### src/rtl/bit_serial_subtractor_if.sv
// Handshake and operand/result bundle for the bit-serial subtractor.
// The master drives the request side. The slave (the subtractor) drives the result side.
interface bit_serial_subtractor_if #(
   parameter int N = 8
);
   logic         start;
   logic [N-1:0] a;
   logic [N-1:0] b;
   logic [N-1:0] diff;
   logic         borrow_out;
   logic         overflow;
   logic         busy;
   logic         done;

   modport master (
      output start, a, b,
      input  diff, borrow_out, overflow, busy, done
   );

   modport slave (
      input  start, a, b,
      output diff, borrow_out, overflow, busy, done
   );
endinterface

### src/rtl/bit_serial_subtractor.sv
// LSB-first bit-serial subtractor: diff = a - b mod 2^N, one bit per clock.
// Operands are captured when start is accepted in IDLE or DONE.
// The result, final borrow and two's-complement overflow all update together on the last bit.
// They hold their values until the next completion.
module bit_serial_subtractor #(
   parameter int N = 8
) (
   input logic                     clk,
   input logic                     rst,
   bit_serial_subtractor_if.slave  bus
);

   localparam int CW = (N > 1) ? $clog2(N) : 1;

   typedef enum logic [1:0] {
      IDLE  = 2'd0,
      SHIFT = 2'd1,
      DONE  = 2'd2
   } state_t;

   state_t          state_r;
   state_t          state_nxt_s;
   logic            load_s;
   logic            shift_s;
   logic            last_s;

   logic [CW-1:0]   cnt_r;
   logic [N-1:0]    a_sh_r;
   logic [N-1:0]    b_sh_r;
   logic [N-2:0]    part_r;
   logic [N-1:0]    part_nxt_s;
   logic            borrow_r;
   logic            a_msb_r;
   logic            b_msb_r;

   logic            a_bit_s;
   logic            b_bit_s;
   logic            d_s;
   logic            bout_s;

   logic [N-1:0]    diff_r;
   logic            borrow_out_r;
   logic            overflow_r;
   logic            busy_r;
   logic            done_r;

   assign last_s = (cnt_r == CW'(N - 1));

   // One full-subtractor step on the current LSBs, and the partial result after this bit enters at the MSB end.
   always_comb begin
      a_bit_s    = a_sh_r[0];
      b_bit_s    = b_sh_r[0];
      d_s        = a_bit_s ^ b_bit_s ^ borrow_r;
      bout_s     = (~a_bit_s & b_bit_s) | (~(a_bit_s ^ b_bit_s) & borrow_r);
      part_nxt_s = {d_s, part_r};
   end

   // Next-state logic: accept start in IDLE or DONE, and leave SHIFT on the last bit.
   always_comb begin
      state_nxt_s = state_r;
      load_s      = 1'b0;
      shift_s     = 1'b0;
      case (state_r)
         IDLE: begin
            if (bus.start) begin
               state_nxt_s = SHIFT;
               load_s      = 1'b1;
            end else begin
               state_nxt_s = IDLE;
            end
         end
         SHIFT: begin
            shift_s = 1'b1;
            if (last_s) begin
               state_nxt_s = DONE;
            end else begin
               state_nxt_s = SHIFT;
            end
         end
         DONE: begin
            if (bus.start) begin
               state_nxt_s = SHIFT;
               load_s      = 1'b1;
            end else begin
               state_nxt_s = IDLE;
            end
         end
         default: begin
            state_nxt_s = IDLE;
         end
      endcase
   end

   // State register.
   always_ff @(posedge clk or posedge rst) begin
      if (rst) begin
         state_r <= IDLE;
      end else begin
         state_r <= state_nxt_s;
      end
   end

   // busy and done come from the next state, so each is a flop and never high together.
   always_ff @(posedge clk or posedge rst) begin
      if (rst) begin
         busy_r <= 1'b0;
         done_r <= 1'b0;
      end else begin
         busy_r <= (state_nxt_s == SHIFT);
         done_r <= (state_nxt_s == DONE);
      end
   end

   // Operand capture and serial datapath. The result registers load only on the last bit.
   always_ff @(posedge clk or posedge rst) begin
      if (rst) begin
         cnt_r        <= '0;
         a_sh_r       <= '0;
         b_sh_r       <= '0;
         part_r       <= '0;
         borrow_r     <= 1'b0;
         a_msb_r      <= 1'b0;
         b_msb_r      <= 1'b0;
         diff_r       <= '0;
         borrow_out_r <= 1'b0;
         overflow_r   <= 1'b0;
      end else if (load_s) begin
         cnt_r    <= '0;
         a_sh_r   <= bus.a;
         b_sh_r   <= bus.b;
         part_r   <= '0;
         borrow_r <= 1'b0;
         a_msb_r  <= bus.a[N-1];
         b_msb_r  <= bus.b[N-1];
      end else if (shift_s) begin
         cnt_r    <= cnt_r + CW'(1);
         a_sh_r   <= {1'b0, a_sh_r[N-1:1]};
         b_sh_r   <= {1'b0, b_sh_r[N-1:1]};
         part_r   <= part_nxt_s[N-1:1];
         borrow_r <= bout_s;
         if (last_s) begin
            diff_r       <= part_nxt_s;
            borrow_out_r <= bout_s;
            // Signs of the operands differ and the result sign differs from the minuend.
            overflow_r   <= (a_msb_r ^ b_msb_r) & (a_msb_r ^ d_s);
         end
      end
   end

   assign bus.diff       = diff_r;
   assign bus.borrow_out = borrow_out_r;
   assign bus.overflow   = overflow_r;
   assign bus.busy       = busy_r;
   assign bus.done       = done_r;

endmodule

### src/flat_wrapper.sv
// flat-port wrapper written by rule: the top's interface ports become plain ports
module bit_serial_subtractor_flat 
#(
   parameter int N = 8
)
  (clk, rst, bus_start, bus_a, bus_b, bus_diff, bus_borrow_out, bus_overflow, bus_busy, bus_done);
  bit_serial_subtractor_if #(.N(N)) bus_i ();
  input logic clk;
  input logic rst;
  input wire logic [$bits(bus_i.start)-1:0] bus_start;
  input wire logic [$bits(bus_i.a)-1:0] bus_a;
  input wire logic [$bits(bus_i.b)-1:0] bus_b;
  output wire logic [$bits(bus_i.diff)-1:0] bus_diff;
  output wire logic [$bits(bus_i.borrow_out)-1:0] bus_borrow_out;
  output wire logic [$bits(bus_i.overflow)-1:0] bus_overflow;
  output wire logic [$bits(bus_i.busy)-1:0] bus_busy;
  output wire logic [$bits(bus_i.done)-1:0] bus_done;
  assign bus_i.start = bus_start;
  assign bus_i.a = bus_a;
  assign bus_i.b = bus_b;
  assign bus_diff = bus_i.diff;
  assign bus_borrow_out = bus_i.borrow_out;
  assign bus_overflow = bus_i.overflow;
  assign bus_busy = bus_i.busy;
  assign bus_done = bus_i.done;
  bit_serial_subtractor #(.N(N)) u_core (.clk(clk), .rst(rst), .bus(bus_i));
endmodule
### config.mk
export PLATFORM = sky130hd
export DESIGN_NAME = bit_serial_subtractor_flat
export DESIGN_NICKNAME = d
export VERILOG_FILES = /design/src/rtl/bit_serial_subtractor_if.sv /design/src/rtl/bit_serial_subtractor.sv /design/src/flat_wrapper.sv
export SDC_FILE = /design/constraint.sdc
export NUM_CORES = 1
export LEC_CHECK = 0
export CORE_MARGIN = 1
export CORE_UTILIZATION = 25
export CTS_CLUSTER_DIAMETER = 100
export DETAILED_ROUTE_END_ITERATION = 7
export PLACE_DENSITY = 0.47
export SLEW_MARGIN = 20
export SYNTH_ARGS = -nofsm -noshare
export SYNTH_HDL_FRONTEND = slang
export SYNTH_SLANG_ARGS = --single-unit
### constraint.sdc
create_clock -name clk -period 3.1 [get_ports clk]
set_input_delay 0.62 -clock clk [delete_from_list [all_inputs] [get_ports clk]]
set_output_delay 0.62 -clock clk [all_outputs]
set_load 0.02 [all_outputs]
# Yosys cells after proc, flatten, opt, wreduce, memory -nomap -nowiden
# Cells that the tools add are included.
classes:
  bitwise: 11
  eq_ne: 5
  n_reduce_logical: 4
  n_addsub: 1
  mux: 16
op_table:
  columns: ["op", "count"]
  rows:
  - ["2-to-1 mux 8 bit", 4]
  - ["2-to-1 mux 7 bit", 2]
  - ["2-to-1 mux 1 bit", 6]
  - ["2-to-1 mux 3 bit", 2]
  - ["== test 2 x 1 -> 1 bit, second input constant", 2]
  - ["== test 2 bit, second input constant", 2]
  - ["case mux 2 bit (2 select lines)", 1]
  - ["XOR 1 bit", 4]
  - ["adder 3 x 1 -> 3 bit, second input constant", 1]
  - ["AND 1 bit", 3]
  - ["== test 3 bit, second input constant", 1]
  - ["NOT 1 bit", 3]
  - ["AND reduction 3 bit", 1]
  - ["zero test 2 bit", 1]
  - ["2-to-1 mux 2 bit", 1]
  - ["nonzero test 2 bit", 1]
  - ["OR reduction 2 bit", 1]
  - ["bitwise OR 1 bit", 1]
totals:
  output_inout_bits: 12
  reg_bits: 43
  elab_cells: 50
  inputBits: 19

# Longest topological paths before layout
# Gate-level depths: netlist of the first run.
depth:
  word_depth: 6
  mapped_depth: 6
  mapped_depth_nobuf: 5

# Worst setup path after synthesis of the first run
# Ideal clock, no wire load.
synth_timing:
  kind: "register -> register"
  startpoint: "register u_core.cnt_r[0]"
  endpoint: "register u_core.diff_r[0] (netlist: u_core.bus.diff[0])"
  setup_time_ns: 0.125
  period_less_slack_ns: 1.593
  arrival_time_ns: 1.468
  n_path_buf: 1
  path_slack_ns: 1.507
  required_ns: 2.975
  stages_incl_launch_ff: 6
  cell_sequence: "dfrtp_1 > ha_1 > ha_1 > nand3b_1 > buf_2 > mux2_2"
synth_via:
  elab_chain_cells: 2
synth_rtl:
  columns: ["element", "line_no", "rtl"]
  rows:
  - ["start: declaration", "bit_serial_subtractor.sv:27", "logic [CW-1:0] cnt_r;"]
  - ["start signal: assignment", "bit_serial_subtractor.sv:136", "cnt_r <= cnt_r + CW'(1);"]
  - ["== test 3 bit", "bit_serial_subtractor.sv:47", "assign last_s = (cnt_r == CW'(N - 1));"]
  - ["AND reduction 3 bit (no source line)", null, null]
  - ["end signal: assignment", "bit_serial_subtractor.sv:142", "diff_r <= part_nxt_s;"]
  - ["end: declaration", "bit_serial_subtractor.sv:41", "logic [N-1:0] diff_r;"]
# No other way between the ends.
# A chain may end at the register's enable or synchronous reset.

# Worst setup path in the final report of the first run
layout_timing:
  startpoint: "input port bus_start"
  endpoint: "register u_core.cnt_r[0]"
layout_via:
  elab_chain_cells: 3
  elab_cells_between_ends: 4
  classes_between: "mux (3); reduce/logical (1)"
layout_rtl:
  columns: ["element", "line_no", "rtl"]
  rows:
  - ["start: declaration", "flat_wrapper.sv:10", "input wire logic [$bits(bus_i.start)-1:0] bus_start;"]
  - ["2-to-1 mux 1 bit *", "bit_serial_subtractor.sv:65, bit_serial_subtractor.sv:81", null]
  - ["2-to-1 mux 1 bit *", null, null]
  - ["2-to-1 mux 3 bit or nonzero test 2 bit (tied branches)", null, null]
# Mark *: on every way between the ends. The rest lies on a longest branch, timed or not.

==> impl_results.md, run 1 <==
* Worst-margin pin slew at roughly 0.9 ns
* Sequential element share of the synthesized area at 61.74%
* Critical path's slowest cell: clkdlybuf4s50_1
* Worst path buffer plus inverter count at 1
* Synth Warn # at 0
* Final hold violations at 0
* Final Max Tran Viols at 0
* Post-synth EDFFs at 0
* P&R area growth vs syn at 25.63%
* Clock-pin slew on the worst setup and hold paths at about 0.080 ns
* Area share of the largest cell type after synthesis at about 62%
* Critical Path Start: bus_start
* PwrDens at 1028 nW/um^2
* Clock sinks at 43
* Fraction of registers with async set/reset at between 90% and 100%
* Flip-flop and latch count after synthesis at 43
* Multi-input gate area at 591.8 sq um
* Vias in the first global route at around 1100
* Worst r2r src: u_core.state_r[1]$_DFF_PP0_
* Worst setup path end: u_core.cnt_r[0]$_DFFE_PP0P_
* H-tree levels at 2
* Max-slew headroom at between 30 and 40%
* DP Worst Slack at 0.8213 ns
* Final instance area at roughly 2200 sq um
* TritonCTS clock tree: done
* Final non-filler cell total at 235
* # setup viols final at 0
* CP delay by family, top: simple AND/OR/NAND/NOR gates
* Via/cell ratio at between 4 and 5
* Largest net degree at the start of global routing at 44
* CTS root buf: clkbuf_8
* RSZ-0062 raised after global routing: no
* ANT nets after route at 0
* Post-CTS Resized at 0
* Critical-path cell list: clkdlybuf4s50_1 > nor2b_2 > nor2_4 > mux2_2
* Worst skew pair latency at roughly 0.28 ns
* Max cap viols at 0
* Total Wirelength at 3146 um
* Filler instances at roughly 710
* Die area at between 7000 and 8000 sq um
* WP data required at about 3.3 ns
* Final critical-path setup slack at 1.140 ns
* Layout cells sized above 1 at 14.19%
* Crit end category: flop
* Gr usage total at 9.878%
* Area leader, netlist: dfrtp_1
* Placed standard-cell area at roughly 2100 sq um
* Clk_skew at roughly 0.0018 ns
* Total grt overflow at 0
* Total CTS buffers at 5
* Cell with the most instances after synthesis: dfrtp_1
* Worst VDD drop at between 300 and 400 uV
* DP Wirelength at roughly 2200 um
* Drt pass-1 iters at 4
* Final period utilization at a little over three fifths
* Crit Path Max Fanout at 26
* Maximum root-to-sink buffer count at 2
* Worst hold slack at a little under 0.5 ns
* Mapped Cells at 124
* Final nets at 177
* Yosys cell types at 25
* Register area at around 1100 sq um
* Synth Flop Type: dfrtp_1
* Crit. path cell count at 4
* Initial Util at between 20% and 30%
* Diodes inserted at 0
* Setup_tns at 0 ns
* WP data arrival at 2.14 ns
* Reg2Reg Setup Slack at 1.15 ns
* CP peak stage delay at 0.47 ns
* I/O Buffers at 30
* Synth Net Count at 146
* # rows at 30
* Final period demand of the worst path at 1.960 ns
* Critical path launch point type: input pin
* Crit Path Category: input pin to flop
* Avg Cell Area, Syn at approximately 14 sq um
* Core area at 6756 sq um
* Commonest cells in the netlist: 43 x dfrtp_1, 24 x a22o_1, 13 x a21o_1
* Post-route DRC at 0
* Die Height at between 80 and 90 um
* Worst hold path class: flop to flop
* Chip width at roughly 85 um
* Hold buffer count at CTS at 0
* Synth area leaders: dfrtp_1 62%, a22o_1 12%, mux2_2 7.1%
* Routed WL per cell at 13.39 um
* IO Pins at 31
* DR iter-0 viols at roughly 80
* Mapped cell area at approximately 1700 sq um
* Final Wtd Congestion at about 0.75
* R2R Path End: u_core.cnt_r[0]$_DFFE_PP0P_
* Antenna violations before repair at 0
* Cells after DPL at roughly 230
* Post-CTS Setup Inserts at 0
* Fmax achieved at between 500 and 600 MHz
* Reg2Reg Depth at 3
* Status: finished, final reports clean
* Global-route wire length before repair at roughly 5600 um
* DR vias at 1086
* Leakage power at about 1.1 nW
## per-stage QoR
step / utilization (%) / total power [mW]
4_1_cts: 32.41 / 2.285
5_1_grt: 32.41 / 2.434
2_1_floorplan: - / 1.662
6_report: 32.41 / 2.250
3_3_place_gp: 31.11 / 1.894
3_5_place_dp: 31.11 / 1.929
## where the power goes
group	switching (mW)	internal, mW	leakage (nW)
clock	0.175	0.175	0.0470
combinational	0.442	0.493	0.472
sequential	0.148	0.818	0.539
## placed cells by master (no fill, tap or decap)
cell	n
dfrtp_1	43
clkdlybuf4s50_1	30
a22o_1	24
a21o_1	13
mux2_2	11
clkbuf_8	6
inv_1	5
nand2_1	2
o21ai_0	2
o21bai_1	2
ha_1	2
buf_4	2
and2b_1	1
nor2b_2	1
nor2_4	1
nor3_1	1
a221o_1	1
nand3b_1	1
nor2_1	1
and3b_1	1
a21oi_1	1
nand2b_1	1
o2bb2ai_1	1
fa_1	1
clkinv_2	1
## metal layers
metal	wire length, um	global-route usage [%]	up-vias
met5	0	0	-
met4	41	3.636	0
met3	144	3.369	4
met2	1472	16.07	25
met1	1488	12.21	543
li1	-	-	514
## worst register-to-register path, delay by kind of cell, from the launching register on
family | cells | cell delay [ns]
flip-flops | 1 | 0.38
multiplexers | 1 | 0.35
AND/OR/NAND/NOR | 2 | 1.11
## sequential cells by signal, summed over array words and instances (netlist names)
| name | count |
|---|---|
| u_core.a_sh_r | 8 |
| u_core.b_sh_r | 8 |
| u_core.bus.diff | 8 |
| u_core.part_r | 7 |
| u_core.cnt_r | 3 |
| u_core.state_r | 2 |
| u_core.a_msb_r | 1 |
| u_core.b_msb_r | 1 |
| u_core.borrow_r | 1 |
| u_core.bus.borrow_out | 1 |
| u_core.bus.busy | 1 |
| u_core.bus.done | 1 |
| u_core.bus.overflow | 1 |
## cell type report
class,instances,area share (%)
sequential,43,49.14
multi-input combinational,68,27.03
timing repair buffer,32,14.40
tap,80,4.571
clock buffer,6,3.771
inverter,5,0.8571
clock inverter,1,0.2286
## worst min-delay path by stage
stage | from | end | slack, ns | cells after the start
3_3_place_gp | u_core.a_sh_r[5]$_DFFE_PP0P_ | u_core.a_sh_r[5]$_DFFE_PP0P_ | 0.46 | 1
5_1_grt | u_core.b_sh_r[6]$_DFFE_PP0P_ | u_core.b_sh_r[6]$_DFFE_PP0P_ | 0.49 | 1
6_report | u_core.a_sh_r[2]$_DFFE_PP0P_ | u_core.a_sh_r[2]$_DFFE_PP0P_ | 0.48 | 1
4_1_cts | u_core.a_sh_r[4]$_DFFE_PP0P_ | u_core.a_sh_r[4]$_DFFE_PP0P_ | 0.48 | 1
3_5_place_dp | u_core.a_sh_r[4]$_DFFE_PP0P_ | u_core.a_sh_r[4]$_DFFE_PP0P_ | 0.47 | 1
2_1_floorplan | u_core.a_sh_r[1]$_DFFE_PP0P_ | u_core.a_sh_r[1]$_DFFE_PP0P_ | 0.45 | 1
## logic make-up after synthesis
kind of cell | after synthesis | share of synthesized area (%)
flops | 43 | 61.74
buf+inv | 13 | 4.307
simple gates | 10 | 3.805
mux | 11 | 7.107
compound gates | 44 | 20.46
fa+ha+maj | 3 | 2.584
Power figures use the tool's default switching activity.
==> inputs of run 2 (changes only) <==
--- a/config.mk
+++ b/config.mk
@@ -9,7 +9,7 @@
 export CORE_UTILIZATION = 25
 export CTS_CLUSTER_DIAMETER = 100
 export DETAILED_ROUTE_END_ITERATION = 7
-export PLACE_DENSITY = 0.47
+export PLACE_DENSITY = 0.48
 export SLEW_MARGIN = 20
 export SYNTH_ARGS = -nofsm -noshare
 export SYNTH_HDL_FRONTEND = slang
==> constraint.sdc (replaced) <==
create_clock -name clk -period 1.7 [get_ports clk]
set_input_delay 0.34 -clock clk [delete_from_list [all_inputs] [get_ports clk]]
set_output_delay 0.34 -clock clk [all_outputs]
set_load 0.02 [all_outputs]
==> impl_results.md, run 2 (synthesis results as in run 1) <==
* Status: finished, final reports clean (unchanged)
* Worst VDD drop at 834.8 uV (was 322.5 uV)
* WP data arrival at 1.27 ns (was 2.14 ns)
* I/O Buffers at 30 (unchanged)
* Crit Path Max Fanout at 2 (was 26)
* Final Max Tran Viols at 0 (unchanged)
* Critical-path cell list: clkdlybuf4s50_1 (was clkdlybuf4s50_1 > nor2b_2 > nor2_4 > mux2_2)
* Worst r2r src: u_core.state_r[0]$_DFF_PP0_ (was u_core.state_r[1]$_DFF_PP0_)
* Final Wtd Congestion at 0.7244 (was 0.7493)
* Crit end category: primary output (was flop)
* DP Worst Slack at -0.04568 ns (was 0.8213 ns)
* Reg power frac at 40.2% (was 42.9%)
* Combinational share of power at 41.0% (was 41.5%)
* CP delay by family, top: buffers and inverters (was simple AND/OR/NAND/NOR gates)
* Max cap viols at 0 (unchanged)
* IO Pins at 31 (unchanged)
* Diodes inserted at 0 (unchanged)
* Initial Util at 25.80% (unchanged)
* Reg2Reg Setup Slack at 0.09 ns (was 1.15 ns)
* Crit Path Category: flop to primary output (was input pin to flop)
* Drt pass-1 iters at 4 (unchanged)
* DR iter-0 viols at 58 (was 82)
* M1 GR Usage at 13.16% (was 12.21%)
* Final period demand of the worst path at between 1.5 and 2 ns
* Fmax achieved at slightly above 600 MHz
* Post-route DRC at 0 (unchanged)
* Worst hold path class: input pin to async pin (was flop to flop)
* Clock-pin slew on the worst setup and hold paths at 0.08 ns (about the same)
* Chip width at 85.50 um (unchanged)
* Total grt overflow at 0 (unchanged)
* Core area at 6756 sq um (unchanged)
* Die area at 7309 sq um (unchanged)
* # setup viols final at 0 (unchanged)
* P&R area growth vs syn at 30.80% (was 25.63%)
* Total CTS buffers at 5 (unchanged)
* R2R Path End: u_core.cnt_r[0]$_DFFE_PP0P_ (unchanged)
* Global-route wire length before repair at 5526 um (was 5575 um)
* Via/cell ratio at 4.611 (was 4.621)
* CTS root buf: clkbuf_8 (unchanged)
* Switching part of the total at 32.82% (was 34.01%)
* Final hold violations at 0 (unchanged)
* Final period utilization at between 90 and 100%
* Clock share of power at 18.7% (was 15.6%)
* Routed WL per cell at 13.49 um (was 13.39 um)
* Reg2Reg Depth at 3 (unchanged)
* Vias in the first global route at 1153 (was 1129)
* Worst setup path end: bus_borrow_out (was u_core.cnt_r[0]$_DFFE_PP0P_)
* WP data required at 1.36 ns (was 3.28 ns)
* # rows at 30 (unchanged)
* Crit. path cell count at 1 (was 4)
* Clock sinks at 43 (unchanged)
* Leakage power at 1.099 nW (was 1.058 nW)
* Layout cells sized above 1 at 16.35% (was 14.19%)
* Worst skew pair latency at 0.29 ns (was 0.28 ns)
* PwrDens at 1917 nW/um^2 (was 1028 nW/um^2)
* GR Util met3 at 3.369% (unchanged)
* TritonCTS clock tree: done (unchanged)
* Worst-margin pin slew at 0.6055 ns (was 0.9219 ns)
* Max-slew headroom at 59.54% (was 38.54%)
* Critical path's slowest cell: clkdlybuf4s50_1 (unchanged)
* Antenna violations before repair at 0 (unchanged)
* Critical path launch point type: flop (was input pin)
* H-tree levels at 2 (unchanged)
* RSZ-0062 raised after global routing: no (unchanged)
* Final nets at 180 (was 177)
* ANT nets after route at 0 (unchanged)
* Maximum root-to-sink buffer count at 2 (unchanged)
* Gr usage total at 9.783% (was 9.878%)
* Setup_tns at 0 ns (unchanged)
* Die Height at 85.50 um (unchanged)
* CP peak stage delay at 0.61 ns (was 0.47 ns)
* Largest net degree at the start of global routing at 44 (unchanged)
* Total Wirelength at 3224 um (was 3146 um)
* Clk_skew at 0.005728 ns (was 0.001840 ns)
* Post-CTS Setup Inserts at 0 (unchanged)
* Post-CTS Resized at 0 (unchanged)
* GR peak layer: met2 (unchanged)
* Internal power at 2.936 mW (was 1.485 mW)
* Hold buffer count at CTS at 0 (unchanged)
* Critical Path Start: u_core.bus.borrow_out$_DFFE_PP0P_ (was bus_start)
* Most frequent cells in the layout: 43 x dfrtp_1, 30 x clkdlybuf4s50_1, 24 x a22o_1 (unchanged)
* Worst path buffer plus inverter count at 1 (unchanged)
* Sw Pwr at 1.434 mW (was 0.7652 mW)
* DP Wirelength at 2175 um (was 2160 um)
* Commonest non-fill, non-tap cell in the layout: dfrtp_1 (unchanged)
* Global-route met2 utilization at 14.40% (was 16.07%)
* Post-layout util at 33.74% (was 32.41%)
* DR vias at 1102 (was 1086)
* Final critical-path setup slack at 0.09113 ns (was 1.140 ns)
[run 2: changes by cell type in the layout (fill, tap and decap cells not counted)]
cell | previous run | this run
bufinv_16 | 0 | 1
buf_12 | 0 | 3
[run 2: power by group through the flow]
stage	clock (mW)	sequential [mW]	combinational (mW)
floorplan	0	1.86	1.17
finish	0.819	1.76	1.79
detailed placement	0	1.78	1.82
global route	0.894	1.81	1.99
CTS	0.843	1.76	1.83
global placement	0	1.76	1.77
[run 2: layout make-up]
cell class                      count  area [sq um]
Clock inverter                      2         35.03
Multi-Input combinational cell     68         591.8
Tap cell                           80         100.1
Fill cell                         699          4477
Timing Repair Buffer               35         375.4
Sequential cell                    43          1076
Clock buffer                        6         82.58
Inverter                            5         18.77
[run 2: stage by stage]
step,std cells,hold WS (ns),total power [mW],area (sq um)
floorplan,124,0.4496,3.030,1743
global placement,231,0.4609,3.539,2162
detailed placement,231,0.4653,3.602,2162
CTS,239,0.4094,4.431,2280
global route,239,0.4605,4.694,2280
finish,239,0.4009,4.370,2280
[run 2: worst min path at each step]
stage                     slack [ns]                           end                          from  cells past startpoint
after detailed placement        0.47  u_core.b_sh_r[2]$_DFFE_PP0P_  u_core.b_sh_r[2]$_DFFE_PP0P_                      1
after global routing            0.46  u_core.part_r[0]$_DFFE_PP0P_                           rst                      3
after CTS                       0.41  u_core.part_r[0]$_DFFE_PP0P_                           rst                      3
after floorplan                 0.45  u_core.a_sh_r[1]$_DFFE_PP0P_  u_core.a_sh_r[1]$_DFFE_PP0P_                      1
after global placement          0.46  u_core.a_sh_r[6]$_DFFE_PP0P_  u_core.a_sh_r[6]$_DFFE_PP0P_                      1
final                           0.40  u_core.a_sh_r[1]$_DFFE_PP0P_                           rst                      3
[run 2: per-layer routing]
layer	routed length (um)	vias to the layer above	share of wire [%]
li1	-	524	-
met1	1544	549	48
met2	1469	23	46
met3	157	6	4.9
met4	53	0	1.6
met5	0	-	0
==> inputs of run 3 (changes only) <==
--- a/config.mk
+++ b/config.mk
@@ -5,10 +5,13 @@
 export SDC_FILE = /design/constraint.sdc
 export NUM_CORES = 1
 export LEC_CHECK = 0
+export CAP_MARGIN = 20
 export CORE_MARGIN = 1
 export CORE_UTILIZATION = 25
 export CTS_CLUSTER_DIAMETER = 100
 export DETAILED_ROUTE_END_ITERATION = 7
+export GPL_TIMING_DRIVEN = 0
+export HOLD_SLACK_MARGIN = 0.08
 export PLACE_DENSITY = 0.48
 export SLEW_MARGIN = 20
 export SYNTH_ARGS = -nofsm -noshare
==> impl_results.md, run 3 (synthesis results as in run 1) <==
* Status: finished, final reports clean (unchanged)
* Worst r2r src: u_core.cnt_r[0]$_DFFE_PP0P_ (was u_core.state_r[0]$_DFF_PP0_)
* Critical path's slowest cell: clkdlybuf4s50_1 (unchanged)
* Total grt overflow at 0 (unchanged)
* Global-route wire length before repair at 5858 um (was 5526 um)
* Worst hold slack at 0.3684 ns (was 0.4009 ns)
* Worst hold path class: input pin to async pin (unchanged)
* Total CTS buffers at 5 (unchanged)
* Final hold violations at 0 (unchanged)
* Core area at 6756 sq um (unchanged)
* WP data arrival at 1.24 ns (was 1.27 ns)
* WP data required at 1.36 ns (about the same)
* # rows at 30 (unchanged)
* Antenna violations before repair at 0 (unchanged)
* I/O Buffers at 30 (unchanged)
* CP peak stage delay at 0.60 ns (was 0.61 ns)
* Post-layout util at 33.46% (was 33.74%)
* # setup viols final at 0 (unchanged)
* Final Max Tran Viols at 0 (unchanged)
* CP delay by family, top: buffers and inverters (unchanged)
* Final period demand of the worst path at 1.584 ns (was 1.609 ns)
* Die area at 7309 sq um (unchanged)
* ANT nets after route at 0 (unchanged)
* Critical path launch point type: flop (unchanged)
* Via/cell ratio at 4.527 (was 4.611)
* Crit Path Max Fanout at 2 (unchanged)
* PwrDens at 1880 nW/um^2 (was 1917 nW/um^2)
* Crit. path cell count at 1 (unchanged)
* Max-slew headroom at 68.96% (was 59.54%)
* CTS root buf: clkbuf_8 (unchanged)
* Final Wtd Congestion at 0.7403 (was 0.7244)
* Diodes inserted at 0 (unchanged)
* Gr usage total at 10.39% (was 9.783%)
* Largest net degree at the start of global routing at 26 (was 44)
* Routed WL per cell at 13.94 um (was 13.49 um)
* Fmax achieved at 631.5 MHz (was 621.6 MHz)
* Worst-margin pin slew at 0.4657 ns (was 0.6055 ns)
* Cells after DPL at 235 (was 231)
* Worst path buffer plus inverter count at 1 (unchanged)
* Vias in the first global route at 1179 (was 1153)
* DR iter-0 viols at 32 (was 58)
* Crit Path Category: flop to primary output (unchanged)
* Clock-pin slew on the worst setup and hold paths at 0.07 ns (was 0.08 ns)
* Final period utilization at 93.15% (was 94.64%)
* Reg2Reg Depth at 5 (was 3)
* Maximum root-to-sink buffer count at 2 (unchanged)
* Crit end category: primary output (unchanged)
* Final non-filler cell total at 243 (was 239)
* Leakage power at 1.096 nW (was 1.099 nW)
* Clk_skew at 0.009025 ns (was 0.005728 ns)
* Worst VDD drop at 501.0 uV (was 834.8 uV)
* Layout cells sized above 1 at 18.40% (was 16.35%)
* Critical-path cell list: clkdlybuf4s50_1 (unchanged)
* DP Wirelength at 2467 um (was 2175 um)
* RSZ-0062 raised after global routing: no (unchanged)
* Die Height at 85.50 um (unchanged)
* Drt pass-1 iters at 4 (unchanged)
* Clock sinks at 43 (unchanged)
* Final nets at 185 (was 180)
* R2R Path End: u_core.bus.diff[1]$_DFFE_PP0P_ (was u_core.cnt_r[0]$_DFFE_PP0P_)
* Setup_tns at 0 ns (unchanged)
* P&R area growth vs syn at 29.72% (was 30.80%)
* Post-route DRC at 0 (unchanged)
* DR vias at 1100 (was 1102)
* TritonCTS clock tree: done (unchanged)
* Commonest non-fill, non-tap cell in the layout: dfrtp_1 (unchanged)
* Most frequent cells in the layout: 43 x dfrtp_1, 30 x clkdlybuf4s50_1, 24 x a22o_1 (unchanged)
* Initial Util at 25.80% (unchanged)
* IO Pins at 31 (unchanged)
* Max cap viols at 0 (unchanged)
* Total Wirelength at 3387 um (was 3224 um)
* Reg2Reg Setup Slack at 0.15 ns (was 0.09 ns)
* Worst skew pair latency at 0.29 ns (about the same)
* Chip width at 85.50 um (unchanged)
* Filler instances at 688 (was 699)
* H-tree levels at 2 (unchanged)
==> run 3: changes by cell type in the layout (fill, tap and decap cells not counted), sizes merged <==
cell	before	now
clkbuf	6	7
bufinv	1	0
buf	5	9
==> run 3: repair_timing <==
item | CTS | global route
resized for setup | 1 | 0
endpoints found under the setup margin | 4 | 0
buffers inserted | 1 | 0
hold buffers | 0 | 0
hold endpoints to repair | 0 | 0
==> run 3: metrics by stage <==
step	total power, mW	cell area (sq um)	worst slack (ns)
global route	4.598	2261	0.05106
finish	4.251	2261	0.1165
CTS	4.339	2261	0.08199
global placement	3.583	2143	-0.5073
floorplan	3.030	1743	0.1068
detailed placement	3.664	2163	-0.1322
==> run 3: metal layers <==
layer	share of wire [%]	routed length (um)	vias to the layer above	global-route usage, %
met5	0	0	-	0
met4	0.71	24	0	4.091
met3	4.3	144	2	3.080
met2	48	1616	25	16.22
met1	47	1601	546	13.59
li1	-	-	527	-
==> run 3: how the worst max path moves through the flow <==
stage	from	end	slack, ns
finish	u_core.bus.diff[7]$_DFFE_PP0P_	bus_diff[7]	0.12
global route	u_core.bus.diff[7]$_DFFE_PP0P_	bus_diff[7]	0.05
CTS	u_core.bus.borrow_out$_DFFE_PP0P_	bus_borrow_out	0.08
detailed placement	bus_start	u_core.b_sh_r[5]$_DFFE_PP0P_	-0.13
global placement	rst	u_core.bus.busy$_DFF_PP0_	-0.51
floorplan	u_core.cnt_r[0]$_DFFE_PP0P_	u_core.bus.diff[0]$_DFFE_PP0P_	0.11
==> run 3: area by class of cell <==
type	instances	area (sq um)	area share, %
timing repair buffer	32	327.8	14.50
clock buffer	6	82.58	3.652
inverter	5	18.77	0.8301
buffer	8	58.81	2.601
sequential	43	1076	47.59
multi-input combinational	68	591.8	26.18
clock inverter	1	5.005	0.2214
tap	80	100.1	4.427
==> run 3: where the power goes <==
part           switching [mW]  leakage [nW]  internal [mW]
Sequential              0.271         0.539           1.49
Clock                   0.320        0.0470          0.319
Combinational           0.844         0.511           1.01
